## src/rtl/irq_controller.sv

```systemverilog
// Priority interrupt controller: edge-detects the source lines, latches
// pending requests, gates them with a software mask and offers one vector at
// a time to the CPU through an ack / end-of-interrupt handshake. Edges that
// arrive on a source that is already pending are recorded as sticky overruns.
module irq_controller #(
    parameter int NIRQ = 7,
    parameter int VW   = 3
) (
    input  logic            clk,
    input  logic            rst,
    input  logic [NIRQ-1:0] irq_in,
    input  logic            mask_we,
    input  logic [NIRQ-1:0] mask_in,
    output logic [NIRQ-1:0] mask_out,
    output logic            cpu_irq,
    output logic [VW-1:0]   cpu_vec,
    input  logic            cpu_ack,
    input  logic            cpu_eoi,
    output logic [NIRQ-1:0] pending,
    output logic [NIRQ-1:0] overrun,
    input  logic            ovr_clr
);

    typedef enum logic [1:0] {
        IDLE = 2'd0,
        REQ  = 2'd1,
        SERV = 2'd2
    } state_t;

    state_t          r_state;
    state_t          w_state_nxt;
    logic [NIRQ-1:0] r_prev;
    logic [NIRQ-1:0] r_pending;
    logic [NIRQ-1:0] r_overrun;
    logic [NIRQ-1:0] r_mask;
    logic [VW-1:0]   r_sel;
    logic [VW-1:0]   w_sel_nxt;
    logic            r_cpu_irq;
    logic            w_irq_nxt;
    logic [VW-1:0]   r_cpu_vec;
    logic [VW-1:0]   w_vec_nxt;

    logic [NIRQ-1:0] w_edge;
    logic [NIRQ-1:0] w_active;
    logic [NIRQ-1:0] w_sel_oh;
    logic [NIRQ-1:0] w_clr;
    logic [NIRQ-1:0] w_ovr_set;
    logic [VW-1:0]   w_pick;
    logic            w_any;
    logic            w_ack_hit;
    logic            w_sel_en;

    assign w_edge    = irq_in & ~r_prev;
    assign w_active  = r_pending & r_mask;
    assign w_ack_hit = (r_state == REQ) && cpu_ack;
    // The edge wins over a same-cycle acknowledge, so an edge that lands on
    // the bit being cleared is a fresh request rather than an overrun.
    assign w_ovr_set = w_edge & r_pending & ~w_clr;
    assign w_sel_en  = |(r_mask & w_sel_oh);

    // Lowest-index enabled pending source wins arbitration.
    always_comb begin
        w_pick = '0;
        w_any  = 1'b0;
        for (int i = NIRQ - 1; i >= 0; i--) begin
            if (w_active[i]) begin
                w_pick = VW'(i);
                w_any  = 1'b1;
            end
        end
    end

    // One-hot of the source in flight; also drives the pending clear on ack.
    always_comb begin
        w_sel_oh = '0;
        for (int i = 0; i < NIRQ; i++) begin
            w_sel_oh[i] = (r_sel == VW'(i));
        end
        w_clr = w_sel_oh & {NIRQ{w_ack_hit}};
    end

    // Next-state and next-output logic of the CPU handshake FSM.
    always_comb begin
        w_state_nxt = r_state;
        w_sel_nxt   = r_sel;
        w_irq_nxt   = r_cpu_irq;
        w_vec_nxt   = r_cpu_vec;
        case (r_state)
            IDLE: begin
                if (w_any) begin
                    w_state_nxt = REQ;
                    w_sel_nxt   = w_pick;
                    w_irq_nxt   = 1'b1;
                    w_vec_nxt   = w_pick + VW'(1);
                end
            end
            REQ: begin
                if (cpu_ack) begin
                    w_state_nxt = SERV;
                    w_irq_nxt   = 1'b0;
                end else if (!w_sel_en) begin
                    // Source masked after it was offered: withdraw the request.
                    w_state_nxt = IDLE;
                    w_irq_nxt   = 1'b0;
                    w_vec_nxt   = '0;
                end
            end
            SERV: begin
                if (cpu_eoi) begin
                    w_state_nxt = IDLE;
                    w_vec_nxt   = '0;
                end
            end
            default: begin
                w_state_nxt = IDLE;
                w_irq_nxt   = 1'b0;
                w_vec_nxt   = '0;
            end
        endcase
    end

    // FSM state and registered CPU-facing outputs.
    always_ff @(posedge clk or posedge rst) begin
        if (rst) begin
            r_state   <= IDLE;
            r_sel     <= '0;
            r_cpu_irq <= 1'b0;
            r_cpu_vec <= '0;
        end else begin
            r_state   <= w_state_nxt;
            r_sel     <= w_sel_nxt;
            r_cpu_irq <= w_irq_nxt;
            r_cpu_vec <= w_vec_nxt;
        end
    end

    // Edge history, pending latch, sticky overruns and the mask register.
    always_ff @(posedge clk or posedge rst) begin
        if (rst) begin
            r_prev    <= '0;
            r_pending <= '0;
            r_overrun <= '0;
            r_mask    <= '1;
        end else begin
            r_prev    <= irq_in;
            r_pending <= (r_pending & ~w_clr) | w_edge;
            r_overrun <= ovr_clr ? w_ovr_set : (r_overrun | w_ovr_set);
            if (mask_we) begin
                r_mask <= mask_in;
            end
        end
    end

    assign mask_out = r_mask;
    assign cpu_irq  = r_cpu_irq;
    assign cpu_vec  = r_cpu_vec;
    assign pending  = r_pending;
    assign overrun  = r_overrun;

endmodule

```

## config.mk

```make
export PLATFORM = sky130hd
export DESIGN_NAME = irq_controller
export DESIGN_NICKNAME = d
export VERILOG_FILES = /design/src/rtl/irq_controller.sv
export SDC_FILE = /design/constraint.sdc
export NUM_CORES = 1
export LEC_CHECK = 0
export CELL_PAD_IN_SITES_DETAIL_PLACEMENT = 1
export CELL_PAD_IN_SITES_GLOBAL_PLACEMENT = 1
export CORE_UTILIZATION = 36
export DETAILED_ROUTE_END_ITERATION = 10
export PLACE_DENSITY_LB_ADDON = 0.15
export SYNTH_ARGS = -nofsm -noshare
export SYNTH_HDL_FRONTEND = slang
export SYNTH_SLANG_ARGS = --single-unit
```

## constraint.sdc

```tcl
create_clock -name clk -period 2.98 [get_ports clk]
set_input_delay 0.596 -clock clk [delete_from_list [all_inputs] [get_ports clk]]
set_output_delay 0.596 -clock clk [all_outputs]
set_load 0.01 [all_outputs]
```

---- After elaboration in Yosys (flattened, before gate mapping) ----
Cells that the tools add are included.
cells by class
  equality and inequality tests ........... 13
  bitwise gates (word level) .............. 12
  add/sub/neg operators ................... 1
  reduce and logical (&&, ||, !) cells .... 8
  muxes and demuxes ....................... 29
operator list
  operator             number
  $and 7x7->7          7
  $mux 3               11
  $not 7->7            2
  $or 7x7->7           2
  $mux 1               10
  $eq 3x3->1 const B   3
  $pmux 3 s3           1
  $mux 2               4
  $ne 2x2->1 const B   4
  $mux 7               1
  $reduce_or 7->1      1
  $eq 3x2->1 const B   2
  $pmux 2 s3           1
  $reduce_and 3->1     2
  $reduce_and 4->1     1
  $add 3x1->3 const B  1
  $eq 3x1->1 const B   1
  $logic_not 3->1      1
  $ne 3x3->1 const B   1
  $pmux 1 s3           1
  $eq 2x1->1 const B   1
  $eq 2x2->1 const B   1
  $logic_not 2->1      1
  $reduce_and 2->1     1
  2 further kinds      2
storage, ports and cells
  bits in registers ....................... 37

---- Depth between registers and ports, before layout ----
  word-level depth ........................ 11
  depth in mapped cells ................... 8
  gate-level depth less buffers ........... 8

---- Worst setup path before layout ----
Ideal clock, no wire load.
  path type ............................... register to register
  start point ............................. register r_mask[4], in the netlist mask_out[4]
  end point ............................... register r_cpu_vec[2], in the netlist cpu_vec[2]
  stages on the path, launching flop included .. 9
  slack ................................... 0.847 ns
  path buffers ............................ 0
  arrival time ............................ 2.069 ns
  required time ........................... 2.916 ns
  cell sequence ........................... dfstp_2 -> nand2_1 -> a32o_1 -> a22oi_1 -> a21oi_1 -> ha_1 -> or3_2 -> a21boi_0 -> mux2_4
on the way
  longest elaborated chain between the ends .. 9
  elaborated cells on any way between the ends .. 19
  classes of those cells .................. 1 x add/sub; 2 x eq/ne; 12 x mux; 2 x bitwise; 2 x reduce/logical
RTL lines
  element                 RTL line  text
  start, declared         35        logic [NIRQ-1:0] r_mask;
  start signal, assigned  149       r_mask <= mask_in;
  $and 7x7->7             54        assign w_active = r_pending & r_mask;
  $mux 3 (5 in a row)     66        if (w_active[i]) begin
  net w_pick[0]           48        logic [VW-1:0] w_pick;
  $add 3x1->3             94        w_vec_nxt = w_pick + VW'(1);
  $mux 3                  90        if (w_any) begin
  $pmux 3 s3              88        case (r_state)
  end signal, assigned    133       r_cpu_vec <= w_vec_nxt;
  end, declared           40        logic [VW-1:0] r_cpu_vec;
The timed path passes the listed nets, and every way through them passes these cells. The select of a mux whose other input is x is not followed.
A chain may end at the register's enable or synchronous reset.

---- Worst setup path in the final report ----
Same ends and word-level chain as after synthesis.

==> reports/results.ini <==
[outcome]
outcome = complete, no violations

[worst_setup_path]
regToRegSetupSlack_ns = 0.70
slowest_delay_ns = 0.58
rr_endpoint = cpu_vec[2]
cp-end-kind = register
path_delay_family = compound AO/OA/AOI/OAI gates
slowest_stage = dfstp_2
crit_chain = nand2_1, a32o_1, a22oi_1, a21oi_1, ha_1, or3_2, a21boi_0, mux2_4
crit_buf_inv = 0
worst-path-max-fanout = 5
setup.worst_path.start = mask_out[4]
cp_data_required_time_ns = 3.22
worst_r2r_startpoint = mask_out[4]
crit_type = reg -> reg
startpoint_type = register
reg2regPathDepth = 8
cp.arrival_ns = 2.52

[layout]
final_cell_mix = clkdlybuf4s50_1, dfrtp_1, nand2_1
num_antenna_cells = 0
final_common_cell = clkdlybuf4s50_1
syn2layout_area_growth_pct = 36.8
finalInstanceArea_um2 = 2170
fill_cells = 457
drive_above_1_share_pct = 16.4
final_nets = 209

[clock_network]
cts_setup_buffers = 0
clk_pin_slew_ns = 0.08
cts_tree = built
h-tree-depth = 2
cts.path.max_buffers = 2
insertion_delay_ns = 0.29
cts.sinks = 37
cts_made_buffers = 5
cts_hold_repair.buffers = 0
postCtsResizedCells = 0
cts_root_buf = clkbuf_8

[hold_path]
hold_path.class = reg -> reg
min_delay_path_depth = 2
min_to = pending[2]
hp-start = r_prev[2]

[synth]
synth_seq_cells = 37
avgSynthCellArea_um2 = 11.4
synth_cell_types = 34
synth-seq-area-share_pct = 58.9
synth_area_um2 = 1590
mappedNetlistNets = 160
postSynthCellCount = 139
yosysWarnings = 0

[sta]
tns_ns = 0
setup_viol = 0
skew_ns = 0.00724
rsz0062_at_grt = false
final_hold_viol_count = 0
layout_setup_ws_ns = 0.696
finalCriticalPeriod_ns = 2.28
fmax_ghz = 0.438
hold_ws_ns = 0.520
relSlewSlack_pct = 47.2
finalMaxSlewViolations = 0
max_slew.worst_pin.slew_ns = 0.792
finalCritPeriodShare_pct = 76.6

[place]
dp_slack_ns = 0.724
io_buffers = 44
dpl.hpwl_um = 2980
place_congestion = 0.833
place_area_um2 = 2080

[global_route]
grt_pass1_wl_um = 6410
grt_max_degree = 38
grt_util_all_layers_pct = 19.6
grt-ovfl-total = 0
grt_pass1_vias = 1269
antenna_found_initial = 0

[route]
drc = 0
drtIter0Drc = 62
viasPerCell = 5.19
wire_per_inst_um = 16.7
wirelength_um = 3980
first_pass_iters = 4
final_antenna_net_count = 0
vias = 1240

[power]
power_frac_seq_pct = 44.7
p_total_mw = 1.75
p_int_mw = 1.13
p_leak_nw = 0.907
swShare_pct = 35.5
combPwrFrac_pct = 35.6
clkPwrFrac_pct = 19.8
p_per_area_nw_per_um2 = 804
peakVddDrop_v = 0.000341
power_switching_mw = 0.620

[floorplan]
die_h_um = 68.4
core_area_um2 = 4120
die_area_um2 = 4680
start_util_pct = 38.6
num_rows = 23
num_io_pins = 45
die_x_um = 68.4

[flow_run]
maxCapViolCount = 0

-- layer usage --
metal  up-vias  GRT usage [%]  wire length [um]
li1        583              -                 -
met1       626           24.8              1810
met2        23           32.2              1990
met3         8           4.17               120
met4         0           7.81                64
met5         -              0                 0
-- cell usage after synthesis --
library cell  instances  area (um^2)
or2_2                 1         6.26
or3_1                 1         6.26
a32o_1                1         10.0
mux2i_1               4         40.0
a31oi_1               1         6.26
a21boi_0              2         15.0
nand2_1              17         63.8
o31ai_1               2         15.0
nand2b_1              9         56.3
buf_2                 1         5.00
o211ai_1              1         7.51
nand4_1               1         6.26
clkbuf_1              2         7.51
dfrtp_1              30          751
ha_1                  1         12.5
nand4b_1              1         8.76
nor2_1                5         18.8
mux2_4                1         15.0
a222oi_1              1         10.0
o21ai_0               7         35.0
nand3b_1              1         7.51
a22oi_1               5         37.5
nor3_1                1         5.00
a21o_1                1         7.51
nand3_2               1         10.0
nor3b_2               1         12.5
mux2_2                9          101
dfstp_2               7          184
inv_1                11         41.3
a21oi_1               2         10.0
nor2b_1               1         6.26
nor3_2                1         10.0
or3_2                 1         7.51
o22ai_1               8         50.1
-- flip-flops by register name, indices dropped and copies added (netlist names) --
register,flops
cpu_irq,1
cpu_vec,3
mask_out,7
overrun,7
pending,7
r_prev,7
r_sel,3
r_state,2
-- worst min-delay path, stage by stage, from the launching register on --
cell and delay (ns):
dfrtp_1 0.32, nand2b_1 0.11, nand2_1 0.05
-- kinds of logic (layout without fill, tap and decap cells) --
family / after synthesis / after routing / synth area share, %
AO/OA/AOI/OAI: 31 / 31 / 12.9
buffers and inverters: 14 / 64 / 3.39
multiplexers: 14 / 14 / 9.86
adder cells (fa/ha/maj): 1 / 1 / 0.789
flip-flops: 37 / 37 / 58.9
AND/OR/NAND/NOR: 42 / 42 / 14.2
-- metrics by stage --
step	util, %	instances
finish	52.8	239
global route	52.8	239
CTS	52.8	239
detailed placement	50.7	231
global placement	50.7	231
floorplan	-	139
-- power groups by stage --
stage,sequential [mW],clock (mW),combinational [mW]
final,0.779,0.345,0.621
after global routing,0.801,0.380,0.680
after CTS,0.780,0.356,0.628
after detailed placement,0.788,0,0.622
after global placement,0.780,0,0.605
after floorplan,0.758,0,0.352
-- layout make-up --
class                      count  area, um^2  share of cell area [%]
clock inverter                 3        17.5                   0.807
tap                           50        62.6                    2.88
inverter                      11        41.3                    1.90
multi-input combinational     88         598                    27.6
timing repair buffer          45         448                    20.6
clock buffer                   5        68.8                    3.17
sequential                    37         935                    43.1
-- how the worst max path moves through the flow --
stage,end,slack (ns),cells past startpoint
5_1_grt,cpu_vec[2],0.57,8
2_1_floorplan,cpu_vec[2],0.85,8
6_report,cpu_vec[2],0.70,8
3_5_place_dp,cpu_vec[2],0.72,8
3_3_place_gp,cpu_vec[2],0.82,8
4_1_cts,cpu_vec[2],0.70,8
Note: power is estimated with default switching activity, not from simulation.
==> patch: new RTL, same settings <==
Add an input register stage for `irq_in`, cleared by the reset; this delays it by one clock. The other inputs are not delayed to match.
--- a/src/rtl/irq_controller.sv
+++ b/src/rtl/irq_controller.sv
@@ -27,6 +27,16 @@
         SERV = 2'd2
     } state_t;
 
+    logic [NIRQ-1:0] irq_q;
+
+    always_ff @(posedge clk or posedge rst) begin
+        if (rst) begin
+            irq_q <= '0;
+        end else begin
+            irq_q <= irq_in;
+        end
+    end
+
     state_t          r_state;
     state_t          w_state_nxt;
     logic [NIRQ-1:0] r_prev;
@@ -50,7 +60,7 @@
     logic            w_ack_hit;
     logic            w_sel_en;
 
-    assign w_edge    = irq_in & ~r_prev;
+    assign w_edge    = irq_q & ~r_prev;
     assign w_active  = r_pending & r_mask;
     assign w_ack_hit = (r_state == REQ) && cpu_ack;
     // The edge wins over a same-cycle acknowledge, so an edge that lands on
@@ -142,7 +152,7 @@
             r_overrun <= '0;
             r_mask    <= '1;
         end else begin
-            r_prev    <= irq_in;
+            r_prev    <= irq_q;
             r_pending <= (r_pending & ~w_clr) | w_edge;
             r_overrun <= ovr_clr ? w_ovr_set : (r_overrun | w_ovr_set);
             if (mask_we) begin
Behaviour: not the same (Yosys sat finds a counterexample within 4 cycles, from zero or initial values and one cycle with rst high).
==> patch against the unedited design <==
  * Combinational power decreased by 1%
  * Sequential cell count increased by 7
  * Fmax rose by 12%
  * Final cell count rose by 9.2%
  * Power grew 8.1%
  * Synthesized area up 11%
  * Design area rose by 9.3%
  * Worst setup slack improved by 0.24 ns
  * Wire length increased by 7.1%
  * Critical path type is now reg -> out
  * Critical endpoint is now mask_out[1]
  * Highest routed layer unchanged
==> patch: results (changes against the unedited design) <==
| Metric | Value |
|---|---|
| Register-to-Register Path Depth | `6 (was 8)` |
| HP Start | `irq_q[6] (was r_prev[2])` |
| Library cells used by synthesis | `35 (was 34)` |
| Share of cells above drive strength 1 | `15.5% (was 16.4%)` |
| Gpl congestion | `0.863 (was 0.833)` |
| Post-synthesis async set-or-reset flop share | `100% (unchanged)` |
| Detailed router's first-iteration violation count | `28 (was 62)` |
| Vias in the first global route | `1482 (was 1269)` |
| Nets | `214 (was 209)` |
| Mapped Avg Cell Area | `12.2 sq um (was 11.4 sq um)` |
| Top cells by area, synth | `dfrtp_1 (53%), dfstp_2 (10%), mux2_2 (5.8%) (was dfrtp_1 (47%), dfstp_2 (12%), mux2_2 (6.4%))` |
| WHS Endpoint | `r_prev[6] (was pending[2])` |
| HPWL Detailed | `3.13 mm (was 2.98 mm)` |
| Reg-to-reg endpoint | `cpu_vec[2] (unchanged)` |
| Crit-path leading delay family | `flip-flops (was compound AO/OA/AOI/OAI gates)` |
| Setup bufs post-CTS | `0 (unchanged)` |
| Worst min-delay path class | `reg -> reg (unchanged)` |
| Net Count, Synth | `165 (was 160)` |
| RR Startpoint | `pending[1] (was mask_out[4])` |
| Yosys warns | `0 (unchanged)` |
| Status | `complete, no violations (unchanged)` |
| Hold WS | `0.390 ns (was 0.520 ns)` |
| Switching power total | `0.000666 W (was 0.000620 W)` |
| Placed instance count | `253 (was 231)` |
| Routed vias | `1329 (was 1240)` |
| Post_cts resized | `0 (unchanged)` |
| Crit-path slowest cell | `dfstp_2 (unchanged)` |
| Static Leak | `0.953 nW (was 0.907 nW)` |
| Crit-path max FO | `6 (was 5)` |
| Clk buf depth | `2 (unchanged)` |
| Max-slew headroom | `61.2% (was 47.2%)` |
| Post-synthesis sequential area ratio | `63.0% (was 58.9%)` |
| Hold path cells | `0 (was 2)` |
| WL/cell | `16.3 um (was 16.7 um)` |
| Synth top cells by count | `dfrtp_1 (37), nand2_1 (14), inv_1 (10) (was dfrtp_1 (30), nand2_1 (17), inv_1 (11), mux2_2 (9), nand2b_1 (9))` |
| I/O Buffers | `44 (unchanged)` |
| First-pass GRT wire length | `7.24 mm (was 6.41 mm)` |
| Antenna cells | `0 (unchanged)` |
| Max VDD drop | `0.000317 V (was 0.000341 V)` |
| Layout Skew | `0.00486 ns (was 0.00724 ns)` |
| FF-to-FF setup slack | `0.95 ns (was 0.70 ns)` |
| Slowest stage delay, CP | `0.60 ns (was 0.58 ns)` |
| Pre-CTS WS | `0.878 ns (was 0.724 ns)` |
| CP arrival | `1.45 ns (was 2.52 ns)` |
| Root buf cell | `clkbuf_8 (unchanged)` |
| Largest net degree at the start of global routing | `45 (was 38)` |
| WL final | `4.26 mm (was 3.98 mm)` |
| Placed inst area | `2280 sq um (was 2080 sq um)` |
| H-tree level count | `2 (unchanged)` |
| Gr usage total | `18.5% (was 19.6%)` |
==> patch: logic make-up (layout without fill, tap and decap cells) <==
kind of cell    count (synthesis)  in the layout  synth area share, %
flops                          44             44                 63.0
simple gates                   41             41                 12.7
compound gates                 34             34                 13.1
buf+inv                        13             63                 2.84
mux                            11             11                 7.60
fa+ha+maj                       1              1                0.711
==> patch: how the worst max path moves through the flow <==
| stage | startpoint | endpoint | slack [ns] |
|---|---|---|---|
| 6_report | mask_out[1] | mask_out[1] | 0.93 |
| 5_1_grt | pending[2] | cpu_vec[2] | 0.72 |
| 4_1_cts | mask_out[1] | mask_out[1] | 0.91 |
| 3_5_place_dp | cpu_ack | overrun[0] | 0.88 |
| 3_3_place_gp | cpu_ack | overrun[0] | 0.93 |
| 2_1_floorplan | pending[2] | cpu_vec[2] | 1.23 |
==> patch: power by group through the flow <==
stage	Clock, W	Sequential [W]	Combinational [W]
5_1_grt	0.000415	0.000917	0.000677
3_5_place_dp	0	0.000903	0.000617
6_report	0.000382	0.000891	0.000614
3_3_place_gp	0	0.000894	0.000592
2_1_floorplan	0	0.000867	0.000341
4_1_cts	0.000398	0.000892	0.000620
==> patch: metal layers <==
| layer | track usage (%) | up-vias | part of all wire, % |
|---|---|---|---|
| li1 | - | 619 | - |
| met1 | 22.9 | 668 | 44 |
| met2 | 31.7 | 33 | 50 |
| met3 | 4.44 | 9 | 4.0 |
| met4 | 6.32 | 0 | 1.5 |
| met5 | 0 | - | 0 |
==> patch: final cells by class <==
cell class	count	area (sq um)
Fill cell	507	2350
Sequential cell	44	1110
Multi-Input combinational cell	87	601
Timing Repair Buffer	45	448
Tap cell	67	83.8
Clock buffer	5	68.8
Inverter	10	37.5
Clock inverter	3	23.8
